--- src/rtl/pkt_mem_pkg.sv ---
// rtl/pkt_mem_pkg.sv - shared FSM encoding and default sizing for the packet RAM controllers
package pkt_mem_pkg;

    typedef enum logic [2:0] {
        ST_IDLE,
        ST_WRITE,
        ST_WAIT_CRC,
        ST_COMMIT,
        ST_DROP
    } state_t;

    localparam int MAX_PACKET_LENGTH = 1536;
    localparam int MIN_PACKET_LENGTH = 64;
    localparam int DEPTH_RAM         = 3072;

endpackage

--- src/rtl/pkt_ring_ptr.sv ---
// rtl/pkt_ring_ptr.sv - circular buffer pointer increment, wraps from pDEPTH-1 to 0
module pkt_ring_ptr
    import pkt_mem_pkg::*;
#(
    parameter int pDEPTH      = DEPTH_RAM,
    parameter int pADDR_WIDTH = $clog2(pDEPTH)
) (
    input  logic [pADDR_WIDTH-1:0] i_ptr,
    output logic [pADDR_WIDTH-1:0] o_ptr_next
);

    assign o_ptr_next = (i_ptr == pADDR_WIDTH'(pDEPTH - 1)) ? '0 : i_ptr + 1'b1;

endmodule

--- src/rtl/pkt_mem_wr_ctrl.sv ---
// rtl/pkt_mem_wr_ctrl.sv - packet RAM write controller with CRC-gated commit/rollback
// Optional PKT_WR_STATS_EN adds saturating good/bad packet counters.
module pkt_mem_wr_ctrl
    import pkt_mem_pkg::*;
#(
    parameter int pDATA_WIDTH        = 8,
    parameter int pDEPTH_RAM         = DEPTH_RAM,
    parameter int pADDR_WIDTH        = $clog2(pDEPTH_RAM),
    parameter int pLEN_WIDTH         = 16,
    parameter int pMAX_PACKET_LENGTH = MAX_PACKET_LENGTH,
    parameter int pMIN_PACKET_LENGTH = MIN_PACKET_LENGTH
) (
    input  logic                   iclk,
    input  logic                   i_rst,
    input  logic                   idv,
    input  logic [pDATA_WIDTH-1:0] irx_d,
    input  logic                   irx_er,
    input  logic                   icrc_valid,
    input  logic                   icrc_ok,
    input  logic                   ilen_full,
    input  logic                   irel,
    input  logic [pLEN_WIDTH-1:0]  irel_len,
    output logic                   oram_we,
    output logic [pADDR_WIDTH-1:0] oram_waddr,
    output logic [pDATA_WIDTH-1:0] oram_wdata,
    output logic                   olen_we,
    output logic [pLEN_WIDTH-1:0]  olen_data,
    output logic                   odrop,
`ifdef PKT_WR_STATS_EN
    output logic [15:0]            ogood_cnt,
    output logic [15:0]            obad_cnt,
`endif
    output logic [pADDR_WIDTH:0]   oused
);

    state_t                 r_state;
    state_t                 w_state_next;
    logic [pADDR_WIDTH-1:0] r_wr_ptr_succ;
    logic [pADDR_WIDTH-1:0] r_wr_ptr_now;
    logic [pADDR_WIDTH-1:0] w_ptr_inc;
    logic [pLEN_WIDTH-1:0]  r_count;
    logic [pADDR_WIDTH:0]   r_used;
    logic [pADDR_WIDTH:0]   w_free;
    logic [pADDR_WIDTH:0]   w_used_add;
    logic [pADDR_WIDTH:0]   w_used_sub;
    logic                   w_accept;
    logic                   w_space_ok;
    logic                   w_at_max;
    logic                   w_min_ok;
    logic                   r_ram_we;
    logic [pADDR_WIDTH-1:0] r_ram_waddr;
    logic [pDATA_WIDTH-1:0] r_ram_wdata;
    logic                   r_drop;
    logic                   w_unused_rel_hi;

    pkt_ring_ptr #(
        .pDEPTH      (pDEPTH_RAM),
        .pADDR_WIDTH (pADDR_WIDTH)
    ) u_ptr_inc (
        .i_ptr      (r_wr_ptr_now),
        .o_ptr_next (w_ptr_inc)
    );

    // Only one packet is ever tentative, so reserving a maximum-sized slot
    // up front guarantees its bytes never overwrite committed data.
    assign w_free     = (pADDR_WIDTH + 1)'(pDEPTH_RAM) - r_used;
    assign w_space_ok = w_free >= (pADDR_WIDTH + 1)'(pMAX_PACKET_LENGTH);
    assign w_at_max   = r_count == pLEN_WIDTH'(pMAX_PACKET_LENGTH);
    assign w_min_ok   = r_count >= pLEN_WIDTH'(pMIN_PACKET_LENGTH);

    assign w_used_add = (r_state == ST_COMMIT) ? r_count[pADDR_WIDTH:0] : '0;
    assign w_used_sub = irel ? irel_len[pADDR_WIDTH:0] : '0;
    assign w_unused_rel_hi = ^irel_len[pLEN_WIDTH-1:pADDR_WIDTH+1];

    always_comb begin
        w_state_next = r_state;
        w_accept     = 1'b0;
        case (r_state)
            ST_IDLE: begin
                if (idv) begin
                    if (w_space_ok && !ilen_full) begin
                        w_accept     = 1'b1;
                        w_state_next = ST_WRITE;
                    end else begin
                        w_state_next = ST_DROP;
                    end
                end
            end
            ST_WRITE: begin
                if (irx_er || (idv && w_at_max)) begin
                    w_state_next = ST_DROP;
                end else if (idv) begin
                    w_accept = 1'b1;
                end else begin
                    w_state_next = ST_WAIT_CRC;
                end
            end
            ST_WAIT_CRC: begin
                if (icrc_valid) begin
                    w_state_next = (icrc_ok && w_min_ok) ? ST_COMMIT : ST_DROP;
                end else if (idv) begin
                    w_state_next = ST_DROP;
                end
            end
            ST_COMMIT: w_state_next = ST_IDLE;
            ST_DROP: begin
                if (!idv) begin
                    w_state_next = ST_IDLE;
                end
            end
            default: w_state_next = ST_IDLE;
        endcase
    end

    always_ff @(posedge iclk or posedge i_rst) begin
        if (i_rst) begin
            r_state       <= ST_IDLE;
            r_wr_ptr_succ <= '0;
            r_wr_ptr_now  <= '0;
            r_count       <= '0;
            r_used        <= '0;
            r_ram_we      <= 1'b0;
            r_ram_waddr   <= '0;
            r_ram_wdata   <= '0;
            r_drop        <= 1'b0;
        end else begin
            r_state  <= w_state_next;
            r_used   <= r_used + w_used_add - w_used_sub;
            r_ram_we <= w_accept;
            r_drop   <= (w_state_next == ST_DROP) && (r_state != ST_DROP);
            if (w_accept) begin
                r_ram_waddr  <= r_wr_ptr_now;
                r_ram_wdata  <= irx_d;
                r_wr_ptr_now <= w_ptr_inc;
                r_count      <= (r_state == ST_IDLE) ? pLEN_WIDTH'(1) : r_count + 1'b1;
            end else if (r_state == ST_DROP) begin
                r_wr_ptr_now <= r_wr_ptr_succ;
            end
            if (r_state == ST_COMMIT) begin
                r_wr_ptr_succ <= r_wr_ptr_now;
            end
        end
    end

`ifdef PKT_WR_STATS_EN
    logic [15:0] r_good_cnt;
    logic [15:0] r_bad_cnt;

    always_ff @(posedge iclk or posedge i_rst) begin
        if (i_rst) begin
            r_good_cnt <= '0;
            r_bad_cnt  <= '0;
        end else begin
            if ((r_state == ST_COMMIT) && (r_good_cnt != 16'hFFFF)) begin
                r_good_cnt <= r_good_cnt + 1'b1;
            end
            if (r_drop && (r_bad_cnt != 16'hFFFF)) begin
                r_bad_cnt <= r_bad_cnt + 1'b1;
            end
        end
    end

    assign ogood_cnt = r_good_cnt;
    assign obad_cnt  = r_bad_cnt;
`endif

    assign oram_we    = r_ram_we;
    assign oram_waddr = r_ram_waddr;
    assign oram_wdata = r_ram_wdata;
    assign olen_we    = (r_state == ST_COMMIT);
    assign olen_data  = (r_state == ST_COMMIT) ? r_count : '0;
    assign odrop      = r_drop;
    assign oused      = r_used;

endmodule

--- config.mk ---
export PLATFORM = sky130hd
export DESIGN_NAME = pkt_mem_wr_ctrl
export DESIGN_NICKNAME = d
export VERILOG_FILES = /design/src/rtl/pkt_mem_pkg.sv /design/src/rtl/pkt_ring_ptr.sv /design/src/rtl/pkt_mem_wr_ctrl.sv
export SDC_FILE = /design/constraint.sdc
export NUM_CORES = 1
export LEC_CHECK = 0
export CORE_UTILIZATION = 53
export DETAILED_ROUTE_END_ITERATION = 10
export PLACE_DENSITY = 0.84
export REMOVE_ABC_BUFFERS = 1
export SLEW_MARGIN = 20
export SYNTH_ARGS = -nofsm -noshare
export SYNTH_HDL_FRONTEND = slang
export SYNTH_SLANG_ARGS = --single-unit
--- constraint.sdc ---
create_clock -name iclk -period 3.77 [get_ports iclk]
set_input_delay 0.377 -clock iclk [delete_from_list [all_inputs] [get_ports iclk]]
set_output_delay 0.377 -clock iclk [all_outputs]
set_load 0.1 [all_outputs]
==> metrics.md, run 1 <==
| Metric | Value |
|---|---|
| Final setup violation count | `0` |
| Crit start category | `register` |
| CP max stage cell | `fa_1` |
| Drt wl/cell | `15.42 um` |
| Slew Viols, Final | `0` |
| Share of the synthesized area in the top cell type | `0.4269` |
| CTS Sinks | `78` |
| Number of global-route vias before repair | `3854` |
| Final #Nets | `624` |
| Drc violations | `0` |
| Final Critical Period | `3.438 ns` |
| IO Port Bufs | `80` |
| Endpoint type of the worst setup path | `register` |
| Crit path largest cell delay | `0.55 ns` |
| Initial antenna violation count | `0` |
| # rows | `33` |
| Top Usage Layer GRT | `met2` |
| Share of synthesized registers carrying an async set or reset | `1.000` |
| ANT nets after route | `0` |
| RSZ-0062 raised after global routing | `false` |
| Final Hold Viols | `0` |
| GRT met1 Usage | `0.3183` |
| CTS Root Cell | `clkbuf_8` |
| GR met3 Demand/Resource | `0.03945` |
| Resize count post-CTS | `0` |
| Status | `completed` |
| Ant diodes | `0` |
| Vias per cell | `5.629` |
| Fraction of layout cells with a size suffix above 1 | `0.1178` |
| Synth area leader | `dfrtp_1` |
| CORE AREA | `8299 um^2` |
| Design area | `5643 um^2` |
| Clock latency at the later pin of the worst-skew pair | `0.36 ns` |
| Die area | `9001 um^2` |
| Syn. warnings | `0` |
| Cell leakage power | `0.002777 uW` |
| Gpl congestion | `0.9396` |
| Crit-path most repeated cell | `a21oi_1` |
| Bufs on Longest Clock Path | `2` |
| FF-to-FF Start | `r_state[2]$_DFF_PP0_` |
| DRT Pass-1 Iters | `4` |
| Max cap viols | `0` |
| Hold buffer count at CTS | `0` |
| Die X | `94.88 um` |
| HPWL after DPL | `7523 um` |
| Seq cells post-synth | `78` |
| First-pass GRT wire length | `17730 um` |
| Power Density | `838.4 nW/um^2` |
| Worst path bufs/invs | `2` |
| GRT Overall Usage | `0.2567` |
| Die height | `94.88 um` |
| DP Area | `5433 um^2` |
| Crit path from | `r_state[2]$_DFF_PP0_` |
| Max_slew headroom | `0.3440` |
| Largest cells by area after synthesis | `dfrtp_1, nand2_1, fa_1` |
| Grt met2 use | `0.4394` |
| CTS Buf Count | `9` |
| H-Tree Depth | `3` |
| Average cell area after synthesis | `9.505 um^2` |
| Worst-margin pin slew | `0.9809 ns` |
| Family with the most delay on the worst path | `adder cells` |
| Hold WS | `0.4293 ns` |
| Number of synthesized flops with an enable pin | `0` |
| Crit-path max FO | `10` |
| Top-count cell post-synth | `dfrtp_1` |
| Crit-path cells | `and3b_1, buf_4, nand2_1, fa_1, inv_1, ha_1, or2_2, a21oi_1, a21oi_1, a211oi_1, a21oi_1, xor2_1` |
| Peak VDD IR | `0.0008937 V` |
| Final period utilization | `0.9120` |
| Commonest cells in the netlist | `dfrtp_1, nand2_1, inv_1` |
| Post-synth top flop | `dfrtp_1` |
| Clock skew | `0.01027 ns` |
| Worst Path Required | `4.00 ns` |
| Via count | `3794` |
| Crit Path Category | `register to register` |
| Post-Route WL | `10390 um` |
| Total power | `4731 uW` |
| Mapped Area | `4572 um^2` |
| Mapped Cells | `481` |
| Synth cell types | `54` |
| Largest net degree at the start of global routing | `34` |
| Area grow syn2layout | `23.43%` |
| Clock transition at path regs | `0.08 ns` |
| Fmax | `290.8 MHz` |
| # IOs | `84` |
| Worst hold path type | `input port to async pin` |
| Seq/Total Area, Yosys | `0.4269` |
| Starting Density | `0.5509` |
| Number of post-CTS setup repair buffers | `0` |
| CTS tree | `built` |
| First DRT Iteration DRCs | `216` |
| Data arrival, critical path | `3.67 ns` |
| Total gr overflow | `0` |
-- placed cells by master, fill, tap and decap left out, drive strengths merged, types with 11 or more instances in the layout --
cell type / count
dfrtp: 78
nand2: 72
clkdlybuf4s50: 63
inv: 56
nor2: 33
buf: 23
mux2: 20
xnor2: 19
and2: 17
ha: 16
a21oi: 13
fa: 12
clkbuf: 12
nor3: 11
and3: 11
-- per-stage QoR --
| stage | cells | setup WS (ns) | util | setup TNS, ns |
|---|---|---|---|---|
| floorplan | 467 | -0.4379 | - | -1.614 |
| global placement | 658 | 0.2924 | 0.6546 | 0 |
| detailed placement | 658 | 0.2219 | 0.6546 | 0 |
| CTS | 674 | 0.3362 | 0.6799 | 0 |
| global route | 674 | 0.08786 | 0.6799 | 0 |
| finish | 674 | 0.3316 | 0.6799 | 0 |
-- cell type report --
type | count | area [um^2]
Fill cell | 652 | 2656
Inverter | 56 | 210.2
Timing Repair Buffer | 86 | 803.3
Sequential cell | 78 | 1952
Clock inverter | 4 | 55.05
Multi-Input combinational cell | 333 | 2336
Tap cell | 105 | 131.4
Clock buffer | 12 | 155.1
-- report_power, final --
| part | internal (uW) | switching [uW] | leakage (uW) |
|---|---|---|---|
| clock network | 345 | 314 | 0.000103 |
| registers | 1040 | 183 | 0.00103 |
| logic | 902 | 1940 | 0.00165 |
-- cell families after synthesis --
logic type	Yosys count	share of synthesized area
xor+xnor	25	0.04789
flops	78	0.4269
compound gates	65	0.1032
fa+ha+maj	28	0.09633
buf+inv	70	0.06212
simple gates	194	0.2096
mux	21	0.05391
-- worst register-to-register path, stage by stage (launching register included) --
cell	delay [ns]
dfrtp_1	0.45
and3b_1	0.39
buf_4	0.22
nand2_1	0.12
fa_1	0.55
inv_1	0.04
ha_1	0.32
or2_2	0.30
a21oi_1	0.15
a21oi_1	0.08
a211oi_1	0.37
a21oi_1	0.15
xor2_1	0.16
-- worst paths after layout --
check,slack [ns],to,depth (start not counted)
min,0.43,r_count[14]$_DFFE_PP0P_,2
max in group asynchronous,2.48,r_wr_ptr_now[7]$_DFFE_PP0P_,3
min in group iclk,0.47,oram_waddr[11]$_DFFE_PP0P_,2
max reg2reg,0.33,oused[12]$_DFF_PP0_,12
min reg2reg,0.47,oram_waddr[11]$_DFFE_PP0P_,2
max,0.33,oused[12]$_DFF_PP0_,12
-- state kept, by name, indices dropped and copies added, names as in the netlist --
| name | cells |
|---|---|
| odrop | 1 |
| oram_waddr | 12 |
| oram_wdata | 8 |
| oram_we | 1 |
| oused | 13 |
| r_count | 16 |
| r_state | 3 |
| r_wr_ptr_now | 12 |
| r_wr_ptr_succ | 12 |
-- metal layers --
| metal | vias up | wire [um] |
|---|---|---|
| met1 | 1877 | 4382 |
| li1 | 1796 | - |
| met3 | 23 | 387 |
| met2 | 98 | 5379 |
| met5 | - | 0 |
| met4 | 0 | 241 |
(Power assumes the default switching activity.)
==> inputs of run 2 (changes only) <==
Settings changed: ABC_AREA from default to 0, GPL_TIMING_DRIVEN from default to 0.
==> metrics.md, run 2 (synthesis results as in run 1) <==
| Metric | Value |
|---|---|
| Clock transition at path regs | `0.09 ns (about the same)` |
| Largest reg by FF count | `r_count` |
| Largest net degree at the start of global routing | `50 (+47%)` |
| Total gr overflow | `0 (unchanged)` |
| Initial antenna violation count | `0 (unchanged)` |
| Max cap viols | `0 (unchanged)` |
| Die height | `94.88 um (unchanged)` |
| RSZ-0062 raised after global routing | `false` |
| Crit path largest cell delay | `0.57 ns (+0.02 ns)` |
| Worst hold path type | `input port to async pin` |
| Clock latency at the later pin of the worst-skew pair | `0.37 ns (about the same)` |
| DRT Pass-1 Iters | `4 (unchanged)` |
| Max_slew headroom | `0.3099 (-0.03413)` |
| Peak VDD IR | `0.0006739 V (-25%)` |
| ANT nets after route | `0 (unchanged)` |
| Crit-path max FO | `15 (+5)` |
| Post-Route WL | `10630 um (+2.3%)` |
| # IOs | `84 (unchanged)` |
| Power Density | `836.2 nW/um^2 (-0.27%)` |
| Comb power frac | `0.600 (about the same)` |
| First DRT Iteration DRCs | `187 (-13%)` |
| Design area | `5682 um^2 (+0.69%)` |
| Final Critical Period | `3.431 ns (-0.007681 ns)` |
| Clock power frac | `0.140 (about the same)` |
| Number of post-CTS setup repair buffers | `0 (unchanged)` |
| Final setup violation count | `0 (unchanged)` |
| CTS Buf Count | `9 (unchanged)` |
| Via count | `3775 (-0.50%)` |
| Most frequent cells in the layout | `clkdlybuf4s50_1, dfrtp_1, nand2_1, inv_1, nor2_1` |
| Data arrival, critical path | `3.68 ns (about the same)` |
| Crit-path cells | `and3b_4, nand2_1, fa_1, inv_1, ha_1, nor2b_1, o31ai_2, a21oi_1, a211oi_1, a21oi_1, xor2_1` |
| Ant diodes | `0 (unchanged)` |
| Crit-path most repeated cell | `a21oi_1` |
| Crit start category | `register` |
| DP Area | `5461 um^2 (+0.53%)` |
| CTS tree | `built` |
| Net Sw Frac | `0.5257 (+0.009989)` |
| Worst path bufs/invs | `1 (-1)` |
| Worst-margin pin slew | `1.031 ns (+0.05046 ns)` |
| Vias per cell | `5.634 (about the same)` |
| Number of global-route vias before repair | `3866 (+0.31%)` |
| Sequential share of power | `0.260 (about the same)` |
| IO Port Bufs | `80 (unchanged)` |
| Cell leakage power | `0.002726 uW (-1.8%)` |
| Fraction of layout cells with a size suffix above 1 | `0.08496 (-0.03279)` |
| Slew Viols, Final | `0 (unchanged)` |
| Crit Path Category | `register to register` |
| Drt wl/cell | `15.86 um (+2.9%)` |
| Bufs on Longest Clock Path | `2 (unchanged)` |
| Pre-CTS WS | `-0.04738 ns (-0.2693 ns)` |
| CORE AREA | `8299 um^2 (unchanged)` |
| Max FFs per register | `16 (unchanged)` |
| CTS Root Cell | `clkbuf_8` |
| Area grow syn2layout | `24.27%` |
| Fmax | `291.5 MHz (+0.22%)` |
| Starting Density | `0.5509 (unchanged)` |
| First-pass GRT wire length | `17570 um (-0.90%)` |
| Worst Path Required | `4.02 ns (+0.02 ns)` |
| Final Hold Viols | `0 (unchanged)` |
| H-Tree Depth | `3 (unchanged)` |
| CP max stage cell | `fa_1` |
| HPWL after DPL | `7518 um (about the same)` |
| Internal power | `2253 uW (-1.7%)` |
| Status | `completed` |
| Drc violations | `0 (unchanged)` |
| Die X | `94.88 um (unchanged)` |
| Final #Nets | `620 (-0.64%)` |
| PnR worst setup slack | `0.3393 ns (+0.007681 ns)` |
| Most common cell after layout, fill and taps aside | `clkdlybuf4s50_1` |
| Hold buffer count at CTS | `0 (unchanged)` |
| Total power | `4751 uW (+0.42%)` |
| Endpoint type of the worst setup path | `register` |
| Die area | `9001 um^2 (unchanged)` |
| # rows | `33 (unchanged)` |
| Final period utilization | `0.9100 (-0.002037)` |
| GRT Overall Usage | `0.2526 (-0.004047)` |
| CTS Sinks | `78 (unchanged)` |
| Sw power | `2498 uW (+2.4%)` |
| Family with the most delay on the worst path | `compound AO/OA/AOI/OAI gates` |
| Gpl congestion | `0.8861 (-5.7%)` |
| Clock skew | `0.01237 ns (+0.002101 ns)` |
| Hold WS | `0.3488 ns (-0.08052 ns)` |
==> run 2: changes by cell type in the layout (fill, tap and decap cells not counted), moves of 2 or more <==
cell,previous run,this run
buf_4,23,0
clkbuf_8,11,9
inv_6,0,2
clkdlybuf4s50_1,63,80
==> run 2: cell type report <==
type | count | area, um^2
clock buffers | 9 | 123.9
clock inverters | 7 | 80.08
fillers | 635 | 2618
inverters | 56 | 212.7
multi-input cells | 334 | 2354
flip-flops and latches | 78 | 1952
well taps | 105 | 131.4
repair buffers | 81 | 828.3
==> run 2: layer usage <==
layer,global-route usage,part of all wire,vias up
li1,-,-,1787
met1,0.2995,0.42,1838
met2,0.4466,0.51,123
met3,0.03543,0.048,27
met4,0.1237,0.024,0
met5,0,0,-
==> run 2: stage by stage <==
stage | instances | TNS (ns) | util
4_1_cts | 669 | 0 | 0.6829
3_5_place_dp | 653 | -0.04738 | 0.6581
2_1_floorplan | 467 | -1.614 | -
3_3_place_gp | 652 | -1.045 | 0.6543
5_1_grt | 670 | 0 | 0.6846
6_report | 670 | 0 | 0.6846
==> run 2: final timing paths <==
path                                           start                           to  slack (ns)  depth (start not counted)
max in group asynchronous                      i_rst  r_wr_ptr_now[7]$_DFFE_PP0P_        2.85                          3
setup reg to reg                r_state[2]$_DFF_PP0_          oused[12]$_DFF_PP0_        0.34                         11
hold / removal                                 i_rst      r_count[14]$_DFFE_PP0P_        0.35                          2
setup / recovery                r_state[2]$_DFF_PP0_          oused[12]$_DFF_PP0_        0.34                         11
hold reg to reg            oram_waddr[6]$_DFFE_PP0P_    oram_waddr[6]$_DFFE_PP0P_        0.47                          2
min in group iclk          oram_waddr[6]$_DFFE_PP0P_    oram_waddr[6]$_DFFE_PP0P_        0.47                          2
==> run 2: what timing repair did <==
item / in CTS / in global routing
pin swaps: 0 / 0
setup endpoints to repair: 1 / 3
cloned: 0 / 1
endpoints found under the hold margin: 0 / 0
resized for setup: 1 / 1
==> run 2: power by group through the flow <==
stage	Sequential (uW)	Combinational, uW	Clock (uW)
2_1_floorplan	2260	1150	0
3_3_place_gp	1230	2740	0
6_report	1230	2850	667
4_1_cts	1230	2840	670
3_5_place_dp	1240	2830	0
5_1_grt	1260	3040	707
